==> src/rtl/sc_period_meter_if.sv <==
// sc_period_meter_if
//   Signal bundle between a period-meter client and sc_period_meter.
//   Members:
//     SC_PERIODMETER_ENABLE_InHigh  measurement enable (client -> meter)
//     SC_PERIODMETER_SIGNAL_In      asynchronous signal under measurement (client -> meter)
//     SC_PERIODMETER_PERIOD_Out     last measured period in cycles (meter -> client)
//     SC_PERIODMETER_HIGH_Out       last measured high time in cycles (meter -> client)
//     SC_PERIODMETER_VALID_Out      one-cycle strobe, PERIOD/HIGH updated (meter -> client)
//     SC_PERIODMETER_RISE_Out       one-cycle strobe per detected rising edge (meter -> client)
//     SC_PERIODMETER_TIMEOUT_Out    loss-of-signal level (meter -> client)
//   Modports: master (client side), slave (meter side).
interface sc_period_meter_if #(
    parameter int CNT_WIDTH = 28
);
    logic                 SC_PERIODMETER_ENABLE_InHigh;
    logic                 SC_PERIODMETER_SIGNAL_In;
    logic [CNT_WIDTH-1:0] SC_PERIODMETER_PERIOD_Out;
    logic [CNT_WIDTH-1:0] SC_PERIODMETER_HIGH_Out;
    logic                 SC_PERIODMETER_VALID_Out;
    logic                 SC_PERIODMETER_RISE_Out;
    logic                 SC_PERIODMETER_TIMEOUT_Out;

    modport master (
        output SC_PERIODMETER_ENABLE_InHigh,
        output SC_PERIODMETER_SIGNAL_In,
        input  SC_PERIODMETER_PERIOD_Out,
        input  SC_PERIODMETER_HIGH_Out,
        input  SC_PERIODMETER_VALID_Out,
        input  SC_PERIODMETER_RISE_Out,
        input  SC_PERIODMETER_TIMEOUT_Out
    );

    modport slave (
        input  SC_PERIODMETER_ENABLE_InHigh,
        input  SC_PERIODMETER_SIGNAL_In,
        output SC_PERIODMETER_PERIOD_Out,
        output SC_PERIODMETER_HIGH_Out,
        output SC_PERIODMETER_VALID_Out,
        output SC_PERIODMETER_RISE_Out,
        output SC_PERIODMETER_TIMEOUT_Out
    );
endinterface

==> src/rtl/sc_period_meter.sv <==
// sc_period_meter
//   Measures period and high time (in SC_PERIODMETER_CLOCK_50 cycles) of a
//   slow asynchronous square wave, publishes each result with a one-cycle
//   VALID strobe, and flags loss of signal after TIMEOUT cycles without a
//   rising edge.
//   Ports:
//     SC_PERIODMETER_CLOCK_50      system clock
//     SC_PERIODMETER_RESET_InHigh  synchronous active-high reset
//     pm                           sc_period_meter_if.slave (enable, signal, results)
module sc_period_meter #(
    parameter int                   CNT_WIDTH = 28,
    parameter logic [CNT_WIDTH-1:0] TIMEOUT   = CNT_WIDTH'(100000000)
) (
    input  logic                 SC_PERIODMETER_CLOCK_50,
    input  logic                 SC_PERIODMETER_RESET_InHigh,
    sc_period_meter_if.slave     pm
);

    typedef enum logic [1:0] {
        IDLE    = 2'd0,
        ARM     = 2'd1,
        MEASURE = 2'd2,
        LOST    = 2'd3
    } state_t;

    state_t               state_q, state_d;
    logic                 s1, s2, s3;
    logic [CNT_WIDTH-1:0] cnt_q, cnt_d;
    logic [CNT_WIDTH-1:0] period_q, period_d;
    logic [CNT_WIDTH-1:0] high_q, high_d;
    logic                 valid_q, valid_d;
    logic                 timeout_q, timeout_d;
    logic                 rise_q;
    logic                 rise_evt, fall_evt;

    assign rise_evt = s2 & ~s3;
    assign fall_evt = ~s2 & s3;

    always_comb begin
        state_d   = state_q;
        cnt_d     = cnt_q;
        period_d  = period_q;
        high_d    = high_q;
        valid_d   = 1'b0;
        timeout_d = timeout_q;

        if (!pm.SC_PERIODMETER_ENABLE_InHigh) begin
            state_d   = IDLE;
            cnt_d     = '0;
            timeout_d = 1'b0;
        end else begin
            case (state_q)
                IDLE: begin
                    cnt_d     = '0;
                    timeout_d = 1'b0;
                    state_d   = ARM;
                end
                ARM: begin
                    // First edge only starts the count; nothing is reported.
                    if (rise_evt) begin
                        cnt_d   = CNT_WIDTH'(1);
                        state_d = MEASURE;
                    end
                end
                MEASURE: begin
                    if (fall_evt) begin
                        high_d = cnt_q;
                    end
                    // A rise on the very cycle the counter hits TIMEOUT is a
                    // valid period, so it is tested before the timeout.
                    if (rise_evt) begin
                        period_d = cnt_q;
                        valid_d  = 1'b1;
                        cnt_d    = CNT_WIDTH'(1);
                    end else if (cnt_q == TIMEOUT) begin
                        state_d   = LOST;
                        timeout_d = 1'b1;
                        period_d  = '0;
                        high_d    = '0;
                    end else begin
                        cnt_d = cnt_q + CNT_WIDTH'(1);
                    end
                end
                LOST: begin
                    period_d  = '0;
                    high_d    = '0;
                    timeout_d = 1'b1;
                    if (rise_evt) begin
                        timeout_d = 1'b0;
                        cnt_d     = CNT_WIDTH'(1);
                        state_d   = MEASURE;
                    end
                end
                default: state_d = IDLE;
            endcase
        end
    end

    always_ff @(posedge SC_PERIODMETER_CLOCK_50) begin
        if (SC_PERIODMETER_RESET_InHigh) begin
            state_q   <= IDLE;
            s1        <= 1'b0;
            s2        <= 1'b0;
            s3        <= 1'b0;
            cnt_q     <= '0;
            period_q  <= '0;
            high_q    <= '0;
            valid_q   <= 1'b0;
            timeout_q <= 1'b0;
            rise_q    <= 1'b0;
        end else begin
            state_q   <= state_d;
            s1        <= pm.SC_PERIODMETER_SIGNAL_In;
            s2        <= s1;
            s3        <= s2;
            cnt_q     <= cnt_d;
            period_q  <= period_d;
            high_q    <= high_d;
            valid_q   <= valid_d;
            timeout_q <= timeout_d;
            rise_q    <= rise_evt;
        end
    end

    assign pm.SC_PERIODMETER_PERIOD_Out  = period_q;
    assign pm.SC_PERIODMETER_HIGH_Out    = high_q;
    assign pm.SC_PERIODMETER_VALID_Out   = valid_q;
    assign pm.SC_PERIODMETER_RISE_Out    = rise_q;
    assign pm.SC_PERIODMETER_TIMEOUT_Out = timeout_q;

endmodule
==> src/flat_wrapper.sv <==
// flat-port wrapper written by rule: the top's interface ports become plain ports
module sc_period_meter_flat 
#(
    parameter int                   CNT_WIDTH = 28,
    parameter logic [CNT_WIDTH-1:0] TIMEOUT   = CNT_WIDTH'(100000000)
)
  (SC_PERIODMETER_CLOCK_50, SC_PERIODMETER_RESET_InHigh, pm_SC_PERIODMETER_ENABLE_InHigh, pm_SC_PERIODMETER_SIGNAL_In, pm_SC_PERIODMETER_PERIOD_Out, pm_SC_PERIODMETER_HIGH_Out, pm_SC_PERIODMETER_VALID_Out, pm_SC_PERIODMETER_RISE_Out, pm_SC_PERIODMETER_TIMEOUT_Out);
  sc_period_meter_if #(.CNT_WIDTH(CNT_WIDTH)) pm_i ();
  input  logic SC_PERIODMETER_CLOCK_50;
  input  logic SC_PERIODMETER_RESET_InHigh;
  input wire logic [$bits(pm_i.SC_PERIODMETER_ENABLE_InHigh)-1:0] pm_SC_PERIODMETER_ENABLE_InHigh;
  input wire logic [$bits(pm_i.SC_PERIODMETER_SIGNAL_In)-1:0] pm_SC_PERIODMETER_SIGNAL_In;
  output wire logic [$bits(pm_i.SC_PERIODMETER_PERIOD_Out)-1:0] pm_SC_PERIODMETER_PERIOD_Out;
  output wire logic [$bits(pm_i.SC_PERIODMETER_HIGH_Out)-1:0] pm_SC_PERIODMETER_HIGH_Out;
  output wire logic [$bits(pm_i.SC_PERIODMETER_VALID_Out)-1:0] pm_SC_PERIODMETER_VALID_Out;
  output wire logic [$bits(pm_i.SC_PERIODMETER_RISE_Out)-1:0] pm_SC_PERIODMETER_RISE_Out;
  output wire logic [$bits(pm_i.SC_PERIODMETER_TIMEOUT_Out)-1:0] pm_SC_PERIODMETER_TIMEOUT_Out;
  assign pm_i.SC_PERIODMETER_ENABLE_InHigh = pm_SC_PERIODMETER_ENABLE_InHigh;
  assign pm_i.SC_PERIODMETER_SIGNAL_In = pm_SC_PERIODMETER_SIGNAL_In;
  assign pm_SC_PERIODMETER_PERIOD_Out = pm_i.SC_PERIODMETER_PERIOD_Out;
  assign pm_SC_PERIODMETER_HIGH_Out = pm_i.SC_PERIODMETER_HIGH_Out;
  assign pm_SC_PERIODMETER_VALID_Out = pm_i.SC_PERIODMETER_VALID_Out;
  assign pm_SC_PERIODMETER_RISE_Out = pm_i.SC_PERIODMETER_RISE_Out;
  assign pm_SC_PERIODMETER_TIMEOUT_Out = pm_i.SC_PERIODMETER_TIMEOUT_Out;
  sc_period_meter #(.CNT_WIDTH(CNT_WIDTH), .TIMEOUT(TIMEOUT)) u_core (.SC_PERIODMETER_CLOCK_50(SC_PERIODMETER_CLOCK_50), .SC_PERIODMETER_RESET_InHigh(SC_PERIODMETER_RESET_InHigh), .pm(pm_i));
endmodule
==> config.mk <==
export PLATFORM = sky130hd
export DESIGN_NAME = sc_period_meter_flat
export DESIGN_NICKNAME = d
export VERILOG_FILES = /design/src/rtl/sc_period_meter_if.sv /design/src/rtl/sc_period_meter.sv /design/src/flat_wrapper.sv
export SDC_FILE = /design/constraint.sdc
export NUM_CORES = 1
export LEC_CHECK = 0
export CORE_MARGIN = 1.5
export CORE_UTILIZATION = 40
export CTS_BUF_LIST = sky130_fd_sc_hd__clkbuf_8
export DETAILED_ROUTE_END_ITERATION = 12
export GPL_TIMING_DRIVEN = 0
export PLACE_DENSITY = 0.64
export SLEW_MARGIN = 15
export SYNTH_ARGS = -nofsm -noshare
export SYNTH_HDL_FRONTEND = slang
export SYNTH_SLANG_ARGS = --single-unit
==> constraint.sdc <==
create_clock -name SC_PERIODMETER_CLOCK_50 -period 2.7 [get_ports SC_PERIODMETER_CLOCK_50]
set_clock_uncertainty 0.1 [all_clocks]
set_input_delay 0.405 -clock SC_PERIODMETER_CLOCK_50 [delete_from_list [all_inputs] [get_ports SC_PERIODMETER_CLOCK_50]]
set_output_delay 0.405 -clock SC_PERIODMETER_CLOCK_50 [all_outputs]
set_load 0.01 [all_outputs]
# After elaboration in Yosys (flattened, before gate mapping)
# Cells that the tools add are included.
dict set report word_totals {
  reg_bits 92
  in_bits 4
  wordCells 57
}
dict set report classes {
  addsub 1
  eq_ne 9
  mux 20
  bitwise 6
  n_reduce_logical 11
}
# operator n
set ops {}
lappend ops {{28-bit 2-to-1 mux} 8}
lappend ops {{28-bit one-hot mux with 2 select lines} 2}
lappend ops {{28-bit one-hot mux with 3 select lines} 1}
lappend ops {{28-bit by 1-bit adder with 28-bit output (second input constant)} 1}
lappend ops {{28-bit by 27-bit equality test with 1-bit output (second input constant)} 1}
lappend ops {{3-bit AND reduction} 3}
lappend ops {{2-bit 2-to-1 mux} 3}
lappend ops {{2-bit one-hot mux with 3 select lines} 1}
lappend ops {{2-bit equality test (second input constant)} 2}
lappend ops {{1-bit 2-to-1 mux} 4}
lappend ops {{2-bit by 1-bit inequality test with 1-bit output (second input constant)} 2}
lappend ops {{1-bit inverter} 4}
lappend ops {{2-bit AND reduction} 2}
lappend ops {{2-bit OR reduction} 2}
lappend ops {{3-bit by 1-bit inequality test with 1-bit output (second input constant)} 1}
lappend ops {{3-bit by 2-bit inequality test with 1-bit output (second input constant)} 1}
lappend ops {{1-bit one-hot mux with 3 select lines} 1}
lappend ops {{3-bit nonzero test} 1}
lappend ops {{3-bit OR reduction} 1}
lappend ops {{1-bit bitwise AND} 2}
lappend ops {{2-bit by 1-bit equality test with 1-bit output (second input constant)} 1}
lappend ops {{2-bit zero test} 1}
lappend ops {{2-bit inequality test (second input constant)} 1}
lappend ops {{2-bit nonzero test} 1}

# Longest topological paths before layout
dict set report logic_depth {
  ltp_word 6
  ltp_mapped 9
  ltp_nobuf 7
}

# Least setup slack after synthesis
# Ideal clock, no wire load.
dict set report synth_timing {
  kind {register to register}
  from {reg u_core.cnt_q[0]}
  to {reg u_core.high_q[21] (netlist: u_core.pm.SC_PERIODMETER_HIGH_Out[21])}
  setup_time_ps 117
  t_arrival_ps 1902
  required_ps 2483
  slack_ps 580
  stages_incl_launch_ff 10
  n_path_buf 2
  synth_period_minus_slack_ps 2120
  cell_sequence {dfxtp_1 -> inv_1 -> ha_1 -> nand4bb_1 -> or4_4 -> buf_6 -> nor2_4 -> o41ai_4 -> buf_2 -> a22o_2}
}
dict set report synth_between {
  elab_chain_cells 4
}
# element line_no
set synth_lines {}
lappend synth_lines {{from (decl)} sc_period_meter.sv:28} ;# logic [CNT_WIDTH-1:0] cnt_q, cnt_d;
lappend synth_lines {{from (signal assigned)} sc_period_meter.sv:116} ;# cnt_q <= cnt_d;
lappend synth_lines {{28-bit by 27-bit equality test with 1-bit output} sc_period_meter.sv:75} ;# end else if (cnt_q == TIMEOUT) begin
lappend synth_lines {{28-bit 2-to-1 mux} sc_period_meter.sv:75}
lappend synth_lines {{28-bit 2-to-1 mux} sc_period_meter.sv:71} ;# if (rise_evt) begin
lappend synth_lines {{28-bit one-hot mux with 2 select lines} sc_period_meter.sv:52} ;# case (state_q)
lappend synth_lines {{to (signal assigned)} sc_period_meter.sv:118} ;# high_q <= high_d;
lappend synth_lines {{to (decl)} sc_period_meter.sv:30} ;# logic [CNT_WIDTH-1:0] high_q, high_d;
# Every way passes these cells.
# A chain may end at the register's enable or synchronous reset.

# Worst setup path in the final report
# Ends and elaborated chain as after synthesis.

==> reports/qor.yml <==
detailed_routing:
  vias_per_cell: 5.44
  vias: 2849
  totalWireLength_um: 8280
  drtIter0Drc: 109
  dr.pass1.iters: 4
  route.detailed.wl_per_inst_um: 15.8
  drc: 0
  ant_nets: 0
hold_path:
  hold_end: "u_core.s2"
  hold_path_class: "primary input to flip-flop"
  hold_depth: 2
  min_from: "SC_PERIODMETER_RESET_InHigh"
sta:
  slew_headroom: 0.318
  finalSetupViolations: 0
  fin_crit_sh: 0.913
  fin_setup_tns_ns: 0
  max_slew.worst_pin.slew_ns: 1.02
  hold_viol_final: 0
  period_minus_slack_ns: 2.46
  max_freq_ghz: 0.406
  rsz0062_at_grt: "false"
  slew_violations: 0
logic_synthesis:
  synth_cell_types: 61
  ys_seq_area_frac: 0.511
  synth.net_count: 344
  ys_async_sr_fraction: 0
  syn_area_per_cell_um2: 10.7
  syn_area_um2: 3610
  ys_ff_latch: 92
  synthCells: 338
  synth_edf_count: 0
  yosys_warnings: 0
  synthFlopType: "dfxtp_1"
worst_setup_path:
  reg2reg_to: "u_core.pm.SC_PERIODMETER_HIGH_Out[21]"
  critPathCaptureType: "flip-flop"
  rr_startpoint: "u_core.cnt_q[0]"
  worstRegToRegCells: 10
  reg2reg_slack_ns: 0.24
  cp_max_fo: 10
  critPathLaunch: "u_core.cnt_q[0]"
  required_ns: 2.86
  worst_ep_arrival_time_ns: 2.62
  cp-start-kind: "flip-flop"
  worstSetupPathType: "flip-flop to flip-flop"
clock_tree:
  clock_latency_ns: 0.36
  cts_tree: "built"
  cts_sinks: 92
  clockBufferDepth: 2
  clkTransAtPathRegs_ns: 0.08
  clock-root-buffer: "clkbuf_8"
  cts_max_level: 3
  cts_made_buffers: 9
die:
  rows: 34
  start_util: 0.414
  die_area_um2: 9600
  io-pin-count: 63
  die_y_um: 98.0
  chipWidth_um: 98.0
  coreArea_um2: 8720
placement:
  gp_congestion: 0.813
  place_hpwl_um: 5670
  io_buffer_count: 61
global_route:
  gr-total-overflow: 0
  grt_max_degree: 15
  grt_pass1_vias: 2588
  grt_first_pass_wirelength_um: 13200
  grt_usage: 0.171
  grt_antenna_before_repair: 0
layout:
  area_delta_synth_final_pct: 25.6
  fin_util: 0.520
  finalNetCount: 418
  layout_commonest_cell: "dfxtp_1"
  drive_gt1_frac: 0.144
  layout_common_cells: "dfxtp_1 (92), clkdlybuf4s50_1 (61), a22o_1 (47)"
  antenna_cells: 0
pwr:
  power_density_nw_per_um2: 493
  leakage_nw: 1.57
  ir_drop_uv: 216
status:
  outcome: "finished, final reports clean"
run:
  drv_cap: 0
## layout make-up
class                      instances  area [µm²]
buffer                            23         155
clock inverter                     6        35.0
sequential                        92        1840
inverter                           7        26.3
clock buffer                       9         124
fill                             797        4190
tap                              108         135
timing repair buffer              63         626
multi-input combinational        216        1590
## power breakdown
group / leakage (nW) / switching [mW] / internal [mW]
sequential: 0.741 / 0.00251 / 1.36
clock: 0.0797 / 0.468 / 0.321
combinational: 0.750 / 0.0527 / 0.0296
## metal layers
metal,wire (µm),up-vias,track usage
met5,0,-,0
met4,68,0,0.0527
met3,396,6,0.0429
met2,3710,61,0.261
met1,4110,1377,0.239
li1,-,1405,-
## stage by stage
step                      instance area, µm²  hold WS [ns]  cells  power (mW)  worst slack (ns)
final                                   4530         0.167    524        2.23             0.236
after global routing                    4530         0.173    524        2.30            0.0392
after CTS                               4510         0.157    522        2.25            0.0428
after detailed placement                4350         0.341    507        1.47            0.0569
after global placement                  4350         0.323    507        1.47             0.144
after floorplan                         3610         0.314    338        1.45             0.580
## worst max-delay path, stage by stage, from the launching register on
cell       delay [ns]
dfxtp_1          0.38
inv_1            0.12
ha_1             0.17
nand4bb_1        0.11
or4_4            0.49
buf_6            0.16
nor2_4           0.12
o41ai_4          0.09
buf_4            0.20
buf_2            0.19
a22o_2           0.22
## state kept, by name, summed over array words and instances (netlist names)
register                              cells
u_core.s3                                 1
u_core.state_q                            2
u_core.pm.SC_PERIODMETER_RISE_Out         1
u_core.s2                                 1
u_core.pm.SC_PERIODMETER_TIMEOUT_Out      1
u_core.s1                                 1
u_core.pm.SC_PERIODMETER_VALID_Out        1
u_core.cnt_q                             28
u_core.pm.SC_PERIODMETER_PERIOD_Out      28
u_core.pm.SC_PERIODMETER_HIGH_Out        28
## kinds of logic (layout without fill, tap and decap cells)
group	count (synthesis)	after routing	share of synthesized area
compound gates	99	99	0.234
buf+inv	30	108	0.0503
mux	2	2	0.00555
fa+ha+maj	2	2	0.00694
flops	92	92	0.511
xor+xnor	14	14	0.0340
simple gates	99	99	0.159
## cells in the mapped netlist (6+ instances only)
library cell,instances,area (µm²)
a21oi_1,14,70.1
nor2_1,25,93.8
buf_2,7,35.0
nand2_1,15,56.3
dfxtp_1,92,1840
inv_1,7,26.3
nand3_1,14,70.1
a22o_1,47,412
nand4_1,6,37.5
xor2_1,9,78.8
a22o_2,9,90.1
## worst max-delay path by stage
stage                                                  endpoint  slack [ns]  depth (start not counted)
after global routing                           u_core.cnt_q[17]        0.04                          7
after global placement                         u_core.cnt_q[17]        0.14                          7
final                     u_core.pm.SC_PERIODMETER_HIGH_Out[21]        0.24                         10
after floorplan           u_core.pm.SC_PERIODMETER_HIGH_Out[21]        0.58                          9
after detailed placement                        u_core.cnt_q[6]        0.06                          7
after CTS                                       u_core.cnt_q[6]        0.04                          7
## repair_timing
action,4_1_cts,5_1_grt
gates resized for setup,0,1
endpoints found under the setup margin,0,12
hold buffers,0,0
setup buffers,0,2
Power figures use the tool's default switching activity.
